--- src/rtl/alu_pkg.sv ---
// Shared opcode map, FSM encoding and opcode classification helpers
// for the ALU issue controller.
package alu_pkg;

    localparam logic [5:0] OP_ADD   = 6'h00;
    localparam logic [5:0] OP_SUB   = 6'h01;
    localparam logic [5:0] OP_AND   = 6'h02;
    localparam logic [5:0] OP_OR    = 6'h03;
    localparam logic [5:0] OP_MULT  = 6'h04;
    localparam logic [5:0] OP_MULTI = 6'h05;
    localparam logic [5:0] OP_DIV   = 6'h06;
    localparam logic [5:0] OP_DIVI  = 6'h07;
    localparam logic [5:0] OP_MOD   = 6'h08;
    localparam logic [5:0] OP_XOR   = 6'h09;
    localparam logic [5:0] OP_SLTIU = 6'h13;
    localparam logic [5:0] OP_BEQ   = 6'h17;
    localparam logic [5:0] OP_BNE   = 6'h18;
    localparam logic [5:0] OP_OUT   = 6'h1C;

    typedef enum logic [1:0] {
        ST_IDLE,
        ST_SETTLE,
        ST_RESP
    } state_e;

    function automatic logic is_slow_op(input logic [5:0] op);
        return (op >= OP_MULT) && (op <= OP_MOD);
    endfunction

    function automatic logic is_legal_op(input logic [5:0] op);
        return (op <= OP_SLTIU) || (op == OP_BEQ) ||
               (op == OP_BNE) || (op == OP_OUT);
    endfunction

endpackage

--- src/rtl/alu_issue_ctrl_if.sv ---
// Request, ALU-side and response bundle of the ALU issue controller.
// slave is the controller side, master the requester/ALU side.
interface alu_issue_ctrl_if #(
    parameter int TAG_W = 4
);
    logic             reqValid;
    logic             reqReady;
    logic [5:0]       reqOp;
    logic [31:0]      reqA;
    logic [31:0]      reqB;
    logic [TAG_W-1:0] reqTag;
    logic [5:0]       aluOpCode;
    logic [31:0]      aluDataA;
    logic [31:0]      aluDataB;
    logic [31:0]      aluDataC;
    logic             aluBranch;
    logic             aluOverflow;
    logic             rspValid;
    logic             rspReady;
    logic [31:0]      rspData;
    logic             rspBranch;
    logic             rspError;
    logic [TAG_W-1:0] rspTag;
    logic             busy;
    logic             clearErr;
    logic [15:0]      errCount;

    modport slave (
        input  reqValid, reqOp, reqA, reqB, reqTag,
        input  aluDataC, aluBranch, aluOverflow,
        input  rspReady, clearErr,
        output reqReady, aluOpCode, aluDataA, aluDataB,
        output rspValid, rspData, rspBranch, rspError,
        output rspTag, busy, errCount
    );

    modport master (
        output reqValid, reqOp, reqA, reqB, reqTag,
        output aluDataC, aluBranch, aluOverflow,
        output rspReady, clearErr,
        input  reqReady, aluOpCode, aluDataA, aluDataB,
        input  rspValid, rspData, rspBranch, rspError,
        input  rspTag, busy, errCount
    );
endinterface

--- src/rtl/alu_op_decode.sv ---
// Combinational opcode classifier: settle speed, legality and which
// ALU flags carry meaning for the opcode.
module alu_op_decode
    import alu_pkg::*;
(
    input  logic [5:0] op,
    output logic       slow,
    output logic       legal,
    output logic       uses_ovf,
    output logic       is_branch,
    output logic       is_div_mod
);

    always_comb begin
        slow       = is_slow_op(op);
        legal      = is_legal_op(op);
        uses_ovf   = 1'b0;
        is_branch  = 1'b0;
        is_div_mod = 1'b0;
        unique case (1'b1)
            (op == OP_ADD), (op == OP_SUB),
            (op == OP_MULT), (op == OP_MULTI): uses_ovf = 1'b1;
            (op == OP_DIV), (op == OP_DIVI),
            (op == OP_MOD): is_div_mod = 1'b1;
            (op == OP_BEQ), (op == OP_BNE): is_branch = 1'b1;
            default: ;
        endcase
    end

endmodule

--- src/rtl/alu_issue_ctrl.sv ---
// Sequential initiator for the combinational ALU: issue, settle,
// capture and return one request at a time over valid/ready.
module alu_issue_ctrl
    import alu_pkg::*;
#(
    parameter int TAG_W      = 4,
    parameter int SETTLE_FST = 1,
    parameter int SETTLE_SLW = 4
) (
    input  logic             clock,
    input  logic             resetN,
    alu_issue_ctrl_if.slave  bus
);

    localparam int CNT_W = 8;
    localparam logic [CNT_W-1:0] LD_FST = CNT_W'(SETTLE_FST - 1);
    localparam logic [CNT_W-1:0] LD_SLW = CNT_W'(SETTLE_SLW - 1);

    state_e           state_q, state_d;
    logic [CNT_W-1:0] cnt_q, cnt_d;
    logic [5:0]       op_q, op_d;
    logic [31:0]      a_q, a_d, b_q, b_d;
    logic [TAG_W-1:0] tag_q, tag_d;
    logic             legal_q, legal_d;
    logic             ovf_q, ovf_d;
    logic             br_q, br_d;
    logic             dm_q, dm_d;
    logic             rsp_valid_q, rsp_valid_d;
    logic [31:0]      rsp_data_q, rsp_data_d;
    logic             rsp_branch_q, rsp_branch_d;
    logic             rsp_error_q, rsp_error_d;
    logic [TAG_W-1:0] rsp_tag_q, rsp_tag_d;
    logic [15:0]      err_cnt_q, err_cnt_d;

    logic dec_slow, dec_legal, dec_ovf, dec_br, dec_dm;
    logic req_ready, accept, div_zero, cap_err, cap_zero;

    alu_op_decode u_dec (
        .op         (bus.reqOp),
        .slow       (dec_slow),
        .legal      (dec_legal),
        .uses_ovf   (dec_ovf),
        .is_branch  (dec_br),
        .is_div_mod (dec_dm)
    );

    always_comb begin
        req_ready = 1'b0;
        unique case (state_q)
            ST_IDLE:   req_ready = 1'b1;
            ST_SETTLE: req_ready = 1'b0;
            ST_RESP:   req_ready = bus.rspReady;
            default:   req_ready = 1'b0;
        endcase
    end

    assign accept   = bus.reqValid & req_ready;
    assign div_zero = dm_q & (b_q == 32'd0);
    // Flags are only trusted where the latched opcode gives them meaning
    assign cap_err  = ~legal_q | div_zero | (ovf_q & bus.aluOverflow);
    assign cap_zero = ~legal_q | div_zero | br_q;

    always_comb begin
        state_d      = state_q;
        cnt_d        = cnt_q;
        op_d         = op_q;
        a_d          = a_q;
        b_d          = b_q;
        tag_d        = tag_q;
        legal_d      = legal_q;
        ovf_d        = ovf_q;
        br_d         = br_q;
        dm_d         = dm_q;
        rsp_valid_d  = rsp_valid_q;
        rsp_data_d   = rsp_data_q;
        rsp_branch_d = rsp_branch_q;
        rsp_error_d  = rsp_error_q;
        rsp_tag_d    = rsp_tag_q;
        err_cnt_d    = err_cnt_q;

        unique case (state_q)
            ST_SETTLE: begin
                if (cnt_q == '0) begin
                    rsp_valid_d  = 1'b1;
                    rsp_data_d   = cap_zero ? 32'd0 : bus.aluDataC;
                    rsp_branch_d = br_q & bus.aluBranch;
                    rsp_error_d  = cap_err;
                    rsp_tag_d    = tag_q;
                    state_d      = ST_RESP;
                    if (cap_err && err_cnt_q != 16'hFFFF)
                        err_cnt_d = err_cnt_q + 16'd1;
                end else begin
                    cnt_d = cnt_q - 1'b1;
                end
            end
            ST_RESP: begin
                if (bus.rspReady) begin
                    rsp_valid_d = 1'b0;
                    state_d     = ST_IDLE;
                end
            end
            default: ;
        endcase

        if (accept) begin
            op_d    = bus.reqOp;
            a_d     = bus.reqA;
            b_d     = bus.reqB;
            tag_d   = bus.reqTag;
            legal_d = dec_legal;
            ovf_d   = dec_ovf;
            br_d    = dec_br;
            dm_d    = dec_dm;
            cnt_d   = dec_slow ? LD_SLW : LD_FST;
            state_d = ST_SETTLE;
        end

        if (bus.clearErr)
            err_cnt_d = 16'd0;
    end

    always_ff @(posedge clock or negedge resetN) begin
        if (!resetN) begin
            state_q      <= ST_IDLE;
            cnt_q        <= '0;
            op_q         <= '0;
            a_q          <= '0;
            b_q          <= '0;
            tag_q        <= '0;
            legal_q      <= 1'b0;
            ovf_q        <= 1'b0;
            br_q         <= 1'b0;
            dm_q         <= 1'b0;
            rsp_valid_q  <= 1'b0;
            rsp_data_q   <= '0;
            rsp_branch_q <= 1'b0;
            rsp_error_q  <= 1'b0;
            rsp_tag_q    <= '0;
            err_cnt_q    <= '0;
        end else begin
            state_q      <= state_d;
            cnt_q        <= cnt_d;
            op_q         <= op_d;
            a_q          <= a_d;
            b_q          <= b_d;
            tag_q        <= tag_d;
            legal_q      <= legal_d;
            ovf_q        <= ovf_d;
            br_q         <= br_d;
            dm_q         <= dm_d;
            rsp_valid_q  <= rsp_valid_d;
            rsp_data_q   <= rsp_data_d;
            rsp_branch_q <= rsp_branch_d;
            rsp_error_q  <= rsp_error_d;
            rsp_tag_q    <= rsp_tag_d;
            err_cnt_q    <= err_cnt_d;
        end
    end

    assign bus.reqReady  = req_ready;
    assign bus.aluOpCode = op_q;
    assign bus.aluDataA  = a_q;
    assign bus.aluDataB  = b_q;
    assign bus.rspValid  = rsp_valid_q;
    assign bus.rspData   = rsp_data_q;
    assign bus.rspBranch = rsp_branch_q;
    assign bus.rspError  = rsp_error_q;
    assign bus.rspTag    = rsp_tag_q;
    assign bus.errCount  = err_cnt_q;
    assign bus.busy      = (state_q == ST_SETTLE) ||
                           (state_q == ST_RESP);

endmodule

--- src/flat_wrapper.sv ---
// flat-port wrapper written by rule: the top's interface ports become plain ports
module alu_issue_ctrl_flat import alu_pkg::*;
#(
    parameter int TAG_W      = 4,
    parameter int SETTLE_FST = 1,
    parameter int SETTLE_SLW = 4
)
  (clock, resetN, bus_reqValid, bus_reqOp, bus_reqA, bus_reqB, bus_reqTag, bus_aluDataC, bus_aluBranch, bus_aluOverflow, bus_rspReady, bus_clearErr, bus_reqReady, bus_aluOpCode, bus_aluDataA, bus_aluDataB, bus_rspValid, bus_rspData, bus_rspBranch, bus_rspError, bus_rspTag, bus_busy, bus_errCount);
  alu_issue_ctrl_if #(.TAG_W(TAG_W)) bus_i ();
  input  logic clock;
  input  logic resetN;
  input wire logic [$bits(bus_i.reqValid)-1:0] bus_reqValid;
  input wire logic [$bits(bus_i.reqOp)-1:0] bus_reqOp;
  input wire logic [$bits(bus_i.reqA)-1:0] bus_reqA;
  input wire logic [$bits(bus_i.reqB)-1:0] bus_reqB;
  input wire logic [$bits(bus_i.reqTag)-1:0] bus_reqTag;
  input wire logic [$bits(bus_i.aluDataC)-1:0] bus_aluDataC;
  input wire logic [$bits(bus_i.aluBranch)-1:0] bus_aluBranch;
  input wire logic [$bits(bus_i.aluOverflow)-1:0] bus_aluOverflow;
  input wire logic [$bits(bus_i.rspReady)-1:0] bus_rspReady;
  input wire logic [$bits(bus_i.clearErr)-1:0] bus_clearErr;
  output wire logic [$bits(bus_i.reqReady)-1:0] bus_reqReady;
  output wire logic [$bits(bus_i.aluOpCode)-1:0] bus_aluOpCode;
  output wire logic [$bits(bus_i.aluDataA)-1:0] bus_aluDataA;
  output wire logic [$bits(bus_i.aluDataB)-1:0] bus_aluDataB;
  output wire logic [$bits(bus_i.rspValid)-1:0] bus_rspValid;
  output wire logic [$bits(bus_i.rspData)-1:0] bus_rspData;
  output wire logic [$bits(bus_i.rspBranch)-1:0] bus_rspBranch;
  output wire logic [$bits(bus_i.rspError)-1:0] bus_rspError;
  output wire logic [$bits(bus_i.rspTag)-1:0] bus_rspTag;
  output wire logic [$bits(bus_i.busy)-1:0] bus_busy;
  output wire logic [$bits(bus_i.errCount)-1:0] bus_errCount;
  assign bus_i.reqValid = bus_reqValid;
  assign bus_i.reqOp = bus_reqOp;
  assign bus_i.reqA = bus_reqA;
  assign bus_i.reqB = bus_reqB;
  assign bus_i.reqTag = bus_reqTag;
  assign bus_i.aluDataC = bus_aluDataC;
  assign bus_i.aluBranch = bus_aluBranch;
  assign bus_i.aluOverflow = bus_aluOverflow;
  assign bus_i.rspReady = bus_rspReady;
  assign bus_i.clearErr = bus_clearErr;
  assign bus_reqReady = bus_i.reqReady;
  assign bus_aluOpCode = bus_i.aluOpCode;
  assign bus_aluDataA = bus_i.aluDataA;
  assign bus_aluDataB = bus_i.aluDataB;
  assign bus_rspValid = bus_i.rspValid;
  assign bus_rspData = bus_i.rspData;
  assign bus_rspBranch = bus_i.rspBranch;
  assign bus_rspError = bus_i.rspError;
  assign bus_rspTag = bus_i.rspTag;
  assign bus_busy = bus_i.busy;
  assign bus_errCount = bus_i.errCount;
  alu_issue_ctrl #(.TAG_W(TAG_W), .SETTLE_FST(SETTLE_FST), .SETTLE_SLW(SETTLE_SLW)) u_core (.clock(clock), .resetN(resetN), .bus(bus_i));
endmodule
--- config.mk ---
export PLATFORM = sky130hd
export DESIGN_NAME = alu_issue_ctrl_flat
export DESIGN_NICKNAME = d
export VERILOG_FILES = /design/src/rtl/alu_pkg.sv /design/src/rtl/alu_issue_ctrl_if.sv /design/src/rtl/alu_op_decode.sv /design/src/rtl/alu_issue_ctrl.sv /design/src/flat_wrapper.sv
export SDC_FILE = /design/constraint.sdc
export NUM_CORES = 1
export LEC_CHECK = 0
export BUFFER_PORTS_ARGS = -buffer_cell sky130_fd_sc_hd__clkbuf_2
export CAP_MARGIN = 20
export CORE_ASPECT_RATIO = 0.7
export CORE_MARGIN = 4
export CORE_UTILIZATION = 25
export DETAILED_ROUTE_END_ITERATION = 8
export GPL_ROUTABILITY_DRIVEN = 0
export GPL_TIMING_DRIVEN = 1
export SLEW_MARGIN = 20
export SYNTH_ARGS = -nofsm -noshare
export SYNTH_HDL_FRONTEND = slang
export SYNTH_SLANG_ARGS = --single-unit
--- constraint.sdc ---
create_clock -name clock -period 5.3 [get_ports clock]
set_input_delay 0.795 -clock clock [delete_from_list [all_inputs] [get_ports clock]]
set_output_delay 0.795 -clock clock [all_outputs]
set_load 0.02 [all_outputs]
==> results of run 1 <==
==> state kept, by name, summed over array words and instances (netlist names), 2 cells and up <==
name	cells
u_core.bus.aluOpCode	6
u_core.bus.rspData	32
u_core.bus.aluDataA	32
u_core.state_q	2
u_core.bus.errCount	16
u_core.bus.aluDataB	32
u_core.bus.rspTag	4
u_core.tag_q	4
u_core.cnt_q	8
==> stage by stage <==
stage	total power (uW)	instances	util, %	cell area [um^2]	setup WS, ns
4_1_cts	4970	1176	34.1	8090	1.86
3_5_place_dp	3830	1144	31.9	7550	1.87
6_report	4880	1177	34.2	8090	1.87
2_1_floorplan	3070	615	-	6040	2.67
5_1_grt	5250	1176	34.1	8090	1.72
3_3_place_gp	3790	1144	31.9	7550	1.90
==> per-layer routing <==
layer  up-vias  track usage (%)  wire, um
li1       2509                -         -
met1      2400             18.5      8390
met2       188             19.1      7340
met3        13             5.67      1580
met4         0             3.84       214
met5         -                0         0
==> worst max-delay path by stage <==
stage                                    endpoint  slack [ns]             from  cells past startpoint
after floorplan           u_core.bus.errCount[10]        2.67  u_core.cnt_q[5]                      7
after global placement     u_core.bus.errCount[7]        1.90  u_core.cnt_q[5]                      5
after detailed placement  u_core.bus.errCount[11]        1.87  u_core.cnt_q[4]                      5
after CTS                 u_core.bus.errCount[11]        1.86  u_core.cnt_q[5]                      5
after global routing       u_core.bus.errCount[8]        1.72  u_core.cnt_q[5]                      5
final                      u_core.bus.errCount[7]        1.87  u_core.cnt_q[5]                      5
==> cells in the mapped netlist (6+ instances only) <==
cell,instances,area (um^2)
a211oi_1,9,67.6
a22o_1,32,280
clkbuf_1,27,101
dfrtp_1,143,3580
inv_1,9,33.8
mux2_2,15,169
nand2_1,240,901
nand3_1,7,35.0
nor2_1,30,113
nor2b_1,17,106
nor4_1,6,37.5
o21ai_0,9,45.0
xnor2_1,7,61.3
==> cell type report <==
| type | instances | area [um^2] | area share [%] |
|---|---|---|---|
| Multi-Input combinational cell | 431 | 2310 | 28.6 |
| Tap cell | 318 | 398 | 4.92 |
| Sequential cell | 143 | 3580 | 44.2 |
| Inverter | 9 | 33.8 | 0.417 |
| Clock inverter | 8 | 56.3 | 0.696 |
| Timing Repair Buffer | 243 | 1230 | 15.2 |
| Antenna cell | 1 | 2.50 | 0.0309 |
| Clock buffer | 24 | 482 | 5.95 |
==> worst max-delay path, delay by kind of cell (launching register included) <==
family,cells,cell delay (ns)
AOI/OAI and AO/OA,2,0.89
DFF,1,0.40
muxes,1,0.36
and+or+nand+nor,2,1.62
==> cell families (layout without fill, tap and decap cells) <==
group           Yosys count  in the layout  share of synthesized area (%)
buf+inv                  41            284                           2.65
mux                      20             20                           3.71
flops                   143            143                           59.3
simple gates            330            330                           23.1
other cells               0              1                              0
compound gates           69             69                           9.24
xor+xnor                  7              7                           1.02
fa+ha+maj                 5              5                           1.04
==> power by group through the flow <==
stage | Clock [uW] | Sequential (uW) | Combinational [uW]
after floorplan | 0 | 2290 | 786
after global placement | 0 | 1850 | 1940
after detailed placement | 0 | 1850 | 1980
after CTS | 1150 | 1840 | 1980
after global routing | 1200 | 1900 | 2150
final | 1110 | 1840 | 1930
==> flow_metrics.py, run 1 <==
metrics = {
    "routing": {
        "wl_per_cell_um": 14.9,
        "avgViaCountPerCell": 4.34,
        "ant_nets": 0,
        "route.detailed.drc": 0,
        "vias": 5110,
        "drt_iter0_drc": 268,
        "postRouteWirelength_mm": 17.5,
        "drt_pre_antenna_iters": 4,
    },
    "finish": {
        "fillCellCount": 2446,
        "layout.cells.most_common": "nand2_1",
        "final_layout_size_suffix_gt1_share_pct": 34.4,
        "nNetsFinal": 963,
        "area_growth_pct": 34.0,
        "layout_common_cells": "nand2_1 (239), clkbuf_2 (238), dfrtp_1 (143)",
    },
    "floorplanning": {
        "start_util_pct": 25.5,
        "fp.dieW_um": 194,
        "rows": 47,
        "fp.dieH_um": 138,
        "io_pins": 240,
        "design.die.area_mm2": 0.0267,
        "core_mm2": 0.0237,
    },
    "pwr": {
        "pwr-share-comb_pct": 39.6,
        "clockPowerShare_pct": 22.7,
        "p_int_uw": 2850,
        "p_switching_uw": 2030,
        "powerDensity_mw_per_mm2": 602,
        "switching_share_pct": 41.6,
        "peakVddDrop_mv": 0.261,
        "power_frac_seq_pct": 37.7,
        "p_leak_uw": 0.00431,
    },
    "yosys": {
        "async_reset_ff_share_pct": 100,
        "syn_area_mm2": 0.00604,
        "avgSynthCellArea_um2": 9.82,
        "ys_seq_elements": 143,
        "ys_seq_area_share_pct": 59.3,
        "yosysWarnings": 0,
        "synthDistinctLibCells": 40,
        "syn-num-nets": 733,
        "synth_edf_count": 0,
        "postSynthCellCount": 615,
        "synthFlopType": "dfrtp_1",
    },
    "clock_tree": {
        "clockBufferDepth": 2,
        "htree_levels": 4,
        "clk_latency_ns": 0.42,
        "cts_buffers": 17,
        "cts_tree": "built",
        "root_buffer": "clkbuf_16",
        "clock_sinks": 143,
        "postCtsSetupBuffers": 0,
        "cts_resized": 0,
        "holdBufCountCts": 0,
        "clkTransAtPathRegs_ns": 0.06,
    },
    "global_routing": {
        "antenna_found_initial": 0,
        "grt_max_degree": 98,
        "grt_usage_pct": 13.4,
        "grt_pass1_wl_mm": 28.9,
        "gr-total-overflow": 0,
        "grt_pass1_vias": 5194,
    },
    "timing": {
        "setup_tns_ns": 0,
        "whs_ns": 0.468,
        "fin_skew_ns": 0.00949,
        "max_freq_mhz": 291,
        "worstMarginPinSlew_ns": 0.916,
        "fin_crit_sh_pct": 64.7,
        "relSlewSlack_pct": 38.9,
        "hold_viol_final": 0,
        "rsz0062_at_grt": "false",
        "slew_violations": 0,
        "setup_violations": 0,
        "min_period_ns": 3.43,
    },
    "run_status": {
        "status": "complete, no violations",
    },
    "worst_setup_path": {
        "reg2reg_depth": 5,
        "worst_path_max_delay_cell": "or4_2",
        "critPathKind": "reg2reg",
        "r2r-start": "u_core.cnt_q[5]",
        "ff2ff_setup_slack_ns": 1.87,
        "slowest_delay_ns": 1.06,
        "reg2reg_to": "u_core.bus.errCount[7]",
        "end_kind": "register",
        "arrival_ns": 3.74,
        "path_max_fanout": 43,
        "cp-start-kind": "register",
        "cp.required_ns": 5.60,
        "cp_cell_sequence": "or4_4, or4_2, a31o_4, a2111oi_1, mux2_1",
    },
    "placed_design": {
        "io_buffers": 239,
        "dpl.hpwl_mm": 12.3,
    },
    "min_path": {
        "hp-class": "in2async",
    },
    "flow_run": {
        "maxCapViolCount": 0,
    },
}
No activity file was read; power rests on OpenSTA's default activity.
==> run 2, diff against run 1 <==
==> constraint.sdc (replaced) <==
create_clock -name clock -period 3.26 [get_ports clock]
set_input_delay 0.489 -clock clock [delete_from_list [all_inputs] [get_ports clock]]
set_output_delay 0.489 -clock clock [all_outputs]
set_load 0.02 [all_outputs]
==> flow_metrics.py, run 2 (synthesis gave the netlist of run 1 again) <==
metrics = {
    "timing": {
        "setup_tns_ns": 0,
        "worstMarginPinSlew_ns": 0.746,
        "relSlewSlack_pct": 50.0,
        "slew_violations": 0,
        "min_period_ns": 2.86,
        "fin_crit_sh_pct": 87.8,
        "setup_violations": 0,
        "setup_slack_ns": 0.396,
        "max_freq_mhz": 349,
        "fin_skew_ns": 0.00977,
        "rsz0062_at_grt": "false",
        "hold_viol_final": 0,
    },
    "worst_setup_path": {
        "cp.required_ns": 3.55,
        "cp_cell_sequence": "or4_4, or4_2, a31o_4, a2111oi_1, mux2_1",
        "worst_path_max_delay_cell": "or4_2",
        "cp-start-kind": "register",
        "timing.critical_path.buf_inv": 0,
        "path_max_fanout": 15,
        "arrival_ns": 3.15,
        "critPathKind": "reg2reg",
        "ff2ff_setup_slack_ns": 0.40,
        "cpLargestDelayFamily": "simple AND/OR/NAND/NOR gates",
        "slowest_delay_ns": 0.65,
        "end_kind": "register",
    },
    "placed_design": {
        "dpl.hpwl_mm": 12.7,
        "placed_area_mm2": 0.00761,
        "placedCellCount": 1148,
        "pre_cts_ws_ns": 0.416,
        "io_buffers": 239,
    },
    "finish": {
        "final_layout_size_suffix_gt1_share_pct": 34.8,
        "area_growth_pct": 35.9,
        "diodes": 0,
        "post-route-cell-area_mm2": 0.00821,
        "nNetsFinal": 967,
        "instances_no_fill": 1178,
        "layout.cells.most_common": "nand2_1",
        "layout_common_cells": "nand2_1 (239), clkbuf_2 (238), dfrtp_1 (143)",
    },
    "clock_tree": {
        "root_buffer": "clkbuf_16",
        "cts_tree": "built",
        "holdBufCountCts": 0,
        "cts_buffers": 17,
        "clkTransAtPathRegs_ns": 0.06,
        "htree_levels": 4,
        "postCtsSetupBuffers": 0,
        "clk_latency_ns": 0.42,
        "clock_sinks": 143,
        "cts_resized": 0,
        "clockBufferDepth": 2,
    },
    "pwr": {
        "p_leak_uw": 0.00437,
        "p_int_uw": 4900,
        "fin_total_pwr_uw": 8200,
        "power_frac_seq_pct": 36.4,
        "pwr-share-comb_pct": 38.8,
        "p_switching_uw": 3300,
        "clockPowerShare_pct": 24.8,
        "switching_share_pct": 40.3,
        "powerDensity_mw_per_mm2": 998,
        "peakVddDrop_mv": 0.472,
    },
    "floorplanning": {
        "io_pins": 240,
        "fp.dieW_um": 194,
        "core_mm2": 0.0237,
        "fp.dieH_um": 138,
        "design.die.area_mm2": 0.0267,
        "start_util_pct": 25.5,
        "rows": 47,
    },
    "routing": {
        "avgViaCountPerCell": 4.33,
        "route.detailed.drc": 0,
        "postRouteWirelength_mm": 17.5,
        "drt_iter0_drc": 199,
        "ant_nets": 0,
        "vias": 5096,
        "drt_pre_antenna_iters": 4,
        "wl_per_cell_um": 14.9,
    },
    "run_status": {
        "status": "complete, no violations",
    },
    "min_path": {
        "hp-class": "in2async",
    },
    "global_routing": {
        "grt_usage_pct": 13.2,
        "grt_pass1_vias": 5159,
        "grt_pass1_wl_mm": 28.6,
        "grt_max_degree": 61,
        "antenna_found_initial": 0,
        "gr-total-overflow": 0,
    },
    "flow_run": {
        "maxCapViolCount": 0,
    },
}
-- run 2: power by group through the flow --
stage	Clock (uW)	Sequential [uW]	Combinational [uW]
finish	2030	2990	3180
global route	2190	3080	3510
CTS	2110	2990	3250
detailed placement	0	3000	3250
floorplan	0	3720	1280
global placement	0	3000	3200
-- run 2: worst paths after layout --
path	cells after the start	from	endpoint
worst min-delay path	1	resetN	u_core.bus.rspData[4]
worst max register to register	5	u_core.cnt_q[4]	u_core.bus.errCount[11]
max in group asynchronous	2	resetN	u_core.bus.rspData[26]
min in group clock	3	bus_reqA[3]	u_core.bus.aluDataA[3]
worst max-delay path	5	u_core.cnt_q[4]	u_core.bus.errCount[11]
worst min register to register	2	u_core.bus.aluDataA[1]	u_core.bus.aluDataA[1]
-- run 2: layout make-up --
cell class	count	area [um^2]
clock buffer	19	433
clock inverter	11	168
fill	2481	15500
inverter	9	33.8
multi-input combinational	431	2310
sequential	143	3580
tap	318	398
timing repair buffer	247	1290
-- run 2: per-layer routing --
| layer | part of all wire, % | vias up | global-route usage, % |
|---|---|---|---|
| li1 | - | 2509 | - |
| met1 | 48 | 2385 | 18.3 |
| met2 | 42 | 192 | 19.2 |
| met3 | 9.0 | 10 | 5.57 |
| met4 | 0.79 | 0 | 3.24 |
| met5 | 0 | - | 0 |
-- run 2: through the flow --
| stage | hold slack (ns) | util (%) |
|---|---|---|
| finish | 0.0594 | 34.6 |
| CTS | 0.0540 | 34.6 |
| global route | 0.0869 | 34.6 |
| detailed placement | 0.463 | 32.1 |
| floorplan | 0.193 | - |
| global placement | 0.458 | 32.1 |
==> run 3, diff against run 2 <==
--- a/config.mk
+++ b/config.mk
@@ -13,6 +13,7 @@
 export DETAILED_ROUTE_END_ITERATION = 8
 export GPL_ROUTABILITY_DRIVEN = 0
 export GPL_TIMING_DRIVEN = 1
+export REMOVE_ABC_BUFFERS = 1
 export SLEW_MARGIN = 20
 export SYNTH_ARGS = -nofsm -noshare
 export SYNTH_HDL_FRONTEND = slang
==> flow_metrics.py, run 3 (synthesis gave the netlist of run 1 again) <==
metrics = {
    "worst_setup_path": {
        "end_kind": "register",
        "reg2reg_depth": 5,
        "reg2reg_to": "u_core.bus.errCount[13]",
        "ff2ff_setup_slack_ns": 0.57,
        "cp-start-kind": "register",
        "worstSetupEndpoint": "u_core.bus.errCount[13]",
        "r2r-start": "u_core.cnt_q[4]",
        "arrival_ns": 2.99,
        "path_max_fanout": 15,
        "cp-startpoint": "u_core.cnt_q[4]",
        "cp.required_ns": 3.56,
        "critPathKind": "reg2reg",
    },
    "global_routing": {
        "gr-total-overflow": 0,
        "antenna_found_initial": 0,
        "grt_pass1_vias": 5244,
        "grt_max_degree": 67,
        "grt_pass1_wl_mm": 29.5,
        "grt_usage_pct": 13.7,
    },
    "clock_tree": {
        "holdBufCountCts": 0,
        "clockBufferDepth": 2,
        "htree_levels": 4,
        "clk_latency_ns": 0.43,
        "cts_buffers": 17,
        "cts_tree": "built",
        "postCtsSetupBuffers": 0,
        "cts_resized": 0,
        "clkTransAtPathRegs_ns": 0.06,
        "clock_sinks": 143,
        "root_buffer": "clkbuf_16",
    },
    "timing": {
        "setup_violations": 0,
        "rsz0062_at_grt": "false",
        "relSlewSlack_pct": 44.2,
        "min_period_ns": 2.69,
        "fin_crit_sh_pct": 82.5,
        "fin_skew_ns": 0.0168,
        "worstMarginPinSlew_ns": 0.832,
        "slew_violations": 0,
        "max_freq_mhz": 372,
        "hold_viol_final": 0,
    },
    "floorplanning": {
        "fp.dieH_um": 138,
        "core_mm2": 0.0237,
        "io_pins": 240,
        "design.die.area_mm2": 0.0267,
        "start_util_pct": 25.5,
        "rows": 47,
        "fp.dieW_um": 194,
    },
    "routing": {
        "postRouteWirelength_mm": 18.1,
        "avgViaCountPerCell": 4.33,
        "route.detailed.drc": 0,
        "drt_iter0_drc": 235,
        "vias": 5105,
        "drt_pre_antenna_iters": 4,
        "wl_per_cell_um": 15.4,
        "ant_nets": 0,
    },
    "finish": {
        "layout.cells.most_common": "nand2_1",
        "area_growth_pct": 35.6,
        "layout_common_cells": "nand2_1 (239), clkbuf_2 (238), dfrtp_1 (143)",
        "final_layout_size_suffix_gt1_share_pct": 34.8,
        "finish.utilization_pct": 34.5,
        "diodes": 0,
        "post-route-cell-area_mm2": 0.00819,
        "instances_no_fill": 1178,
        "nNetsFinal": 967,
    },
    "placed_design": {
        "dpl.hpwl_mm": 13.1,
        "placedCellCount": 1148,
        "placed_area_mm2": 0.00760,
        "io_buffers": 239,
    },
    "min_path": {
        "hp-class": "in2async",
    },
    "flow_run": {
        "maxCapViolCount": 0,
    },
    "pwr": {
        "powerDensity_mw_per_mm2": 996,
        "p_leak_uw": 0.00437,
        "peakVddDrop_mv": 0.494,
    },
    "run_status": {
        "status": "complete, no violations",
    },
}
-- run 3: how the worst min path moves through the flow --
stage,startpoint,to,cells past startpoint
after global routing,resetN,u_core.bus.errCount[0],1
after detailed placement,u_core.bus.aluDataA[14],u_core.bus.aluDataA[14],2
after floorplan,resetN,u_core.br_q,0
final,resetN,u_core.bus.errCount[4],1
after global placement,u_core.bus.aluOpCode[2],u_core.bus.aluOpCode[2],2
after CTS,resetN,u_core.bus.errCount[0],1
-- run 3: where the power goes --
| group | leakage (uW) | internal (uW) | switching [uW] | total [uW] |
|---|---|---|---|---|
| sequential | 0.00185 | 2510 | 485 | 2990 |
| clock | 0.000284 | 1210 | 767 | 1980 |
| combinational | 0.00223 | 1110 | 2080 | 3190 |
| total | 0.00437 | 4830 | 3330 | 8160 |
-- run 3: area by class of cell --
type                            instances  area (um^2)
Multi-Input combinational cell        431         2320
Timing Repair Buffer                  247         1270
Inverter                                9         33.8
Clock buffer                           19          443
Tap cell                              318          398
Sequential cell                       143         3580
Fill cell                            2469        15500
Clock inverter                         11          143
-- run 3: per-layer routing --
layer	vias to the layer above	GRT usage [%]	wire length, um
met2	223	20.4	7500
li1	2521	-	-
met1	2349	18.2	8500
met4	0	3.17	157
met5	-	0	0
met3	12	6.40	1940
-- run 3: worst max-delay path: stages, from the launching register on --
cell       delay [ns]
dfrtp_1          0.41
or4_4            0.55
or4_1            0.52
a31o_4           0.30
a2111oi_1        0.43
mux2_1           0.36
-- run 3: per-stage QoR --
step                TNS (ns)  worst slack [ns]  hold WS, ns  power [uW]
CTS                        0             0.549       0.0608        8290
floorplan             -30.18            -0.943        0.193        4960
detailed placement         0             0.548        0.461        6260
global placement           0             0.575        0.457        6220
finish                     0             0.569       0.0433        8160
global route               0             0.405       0.0799        8740
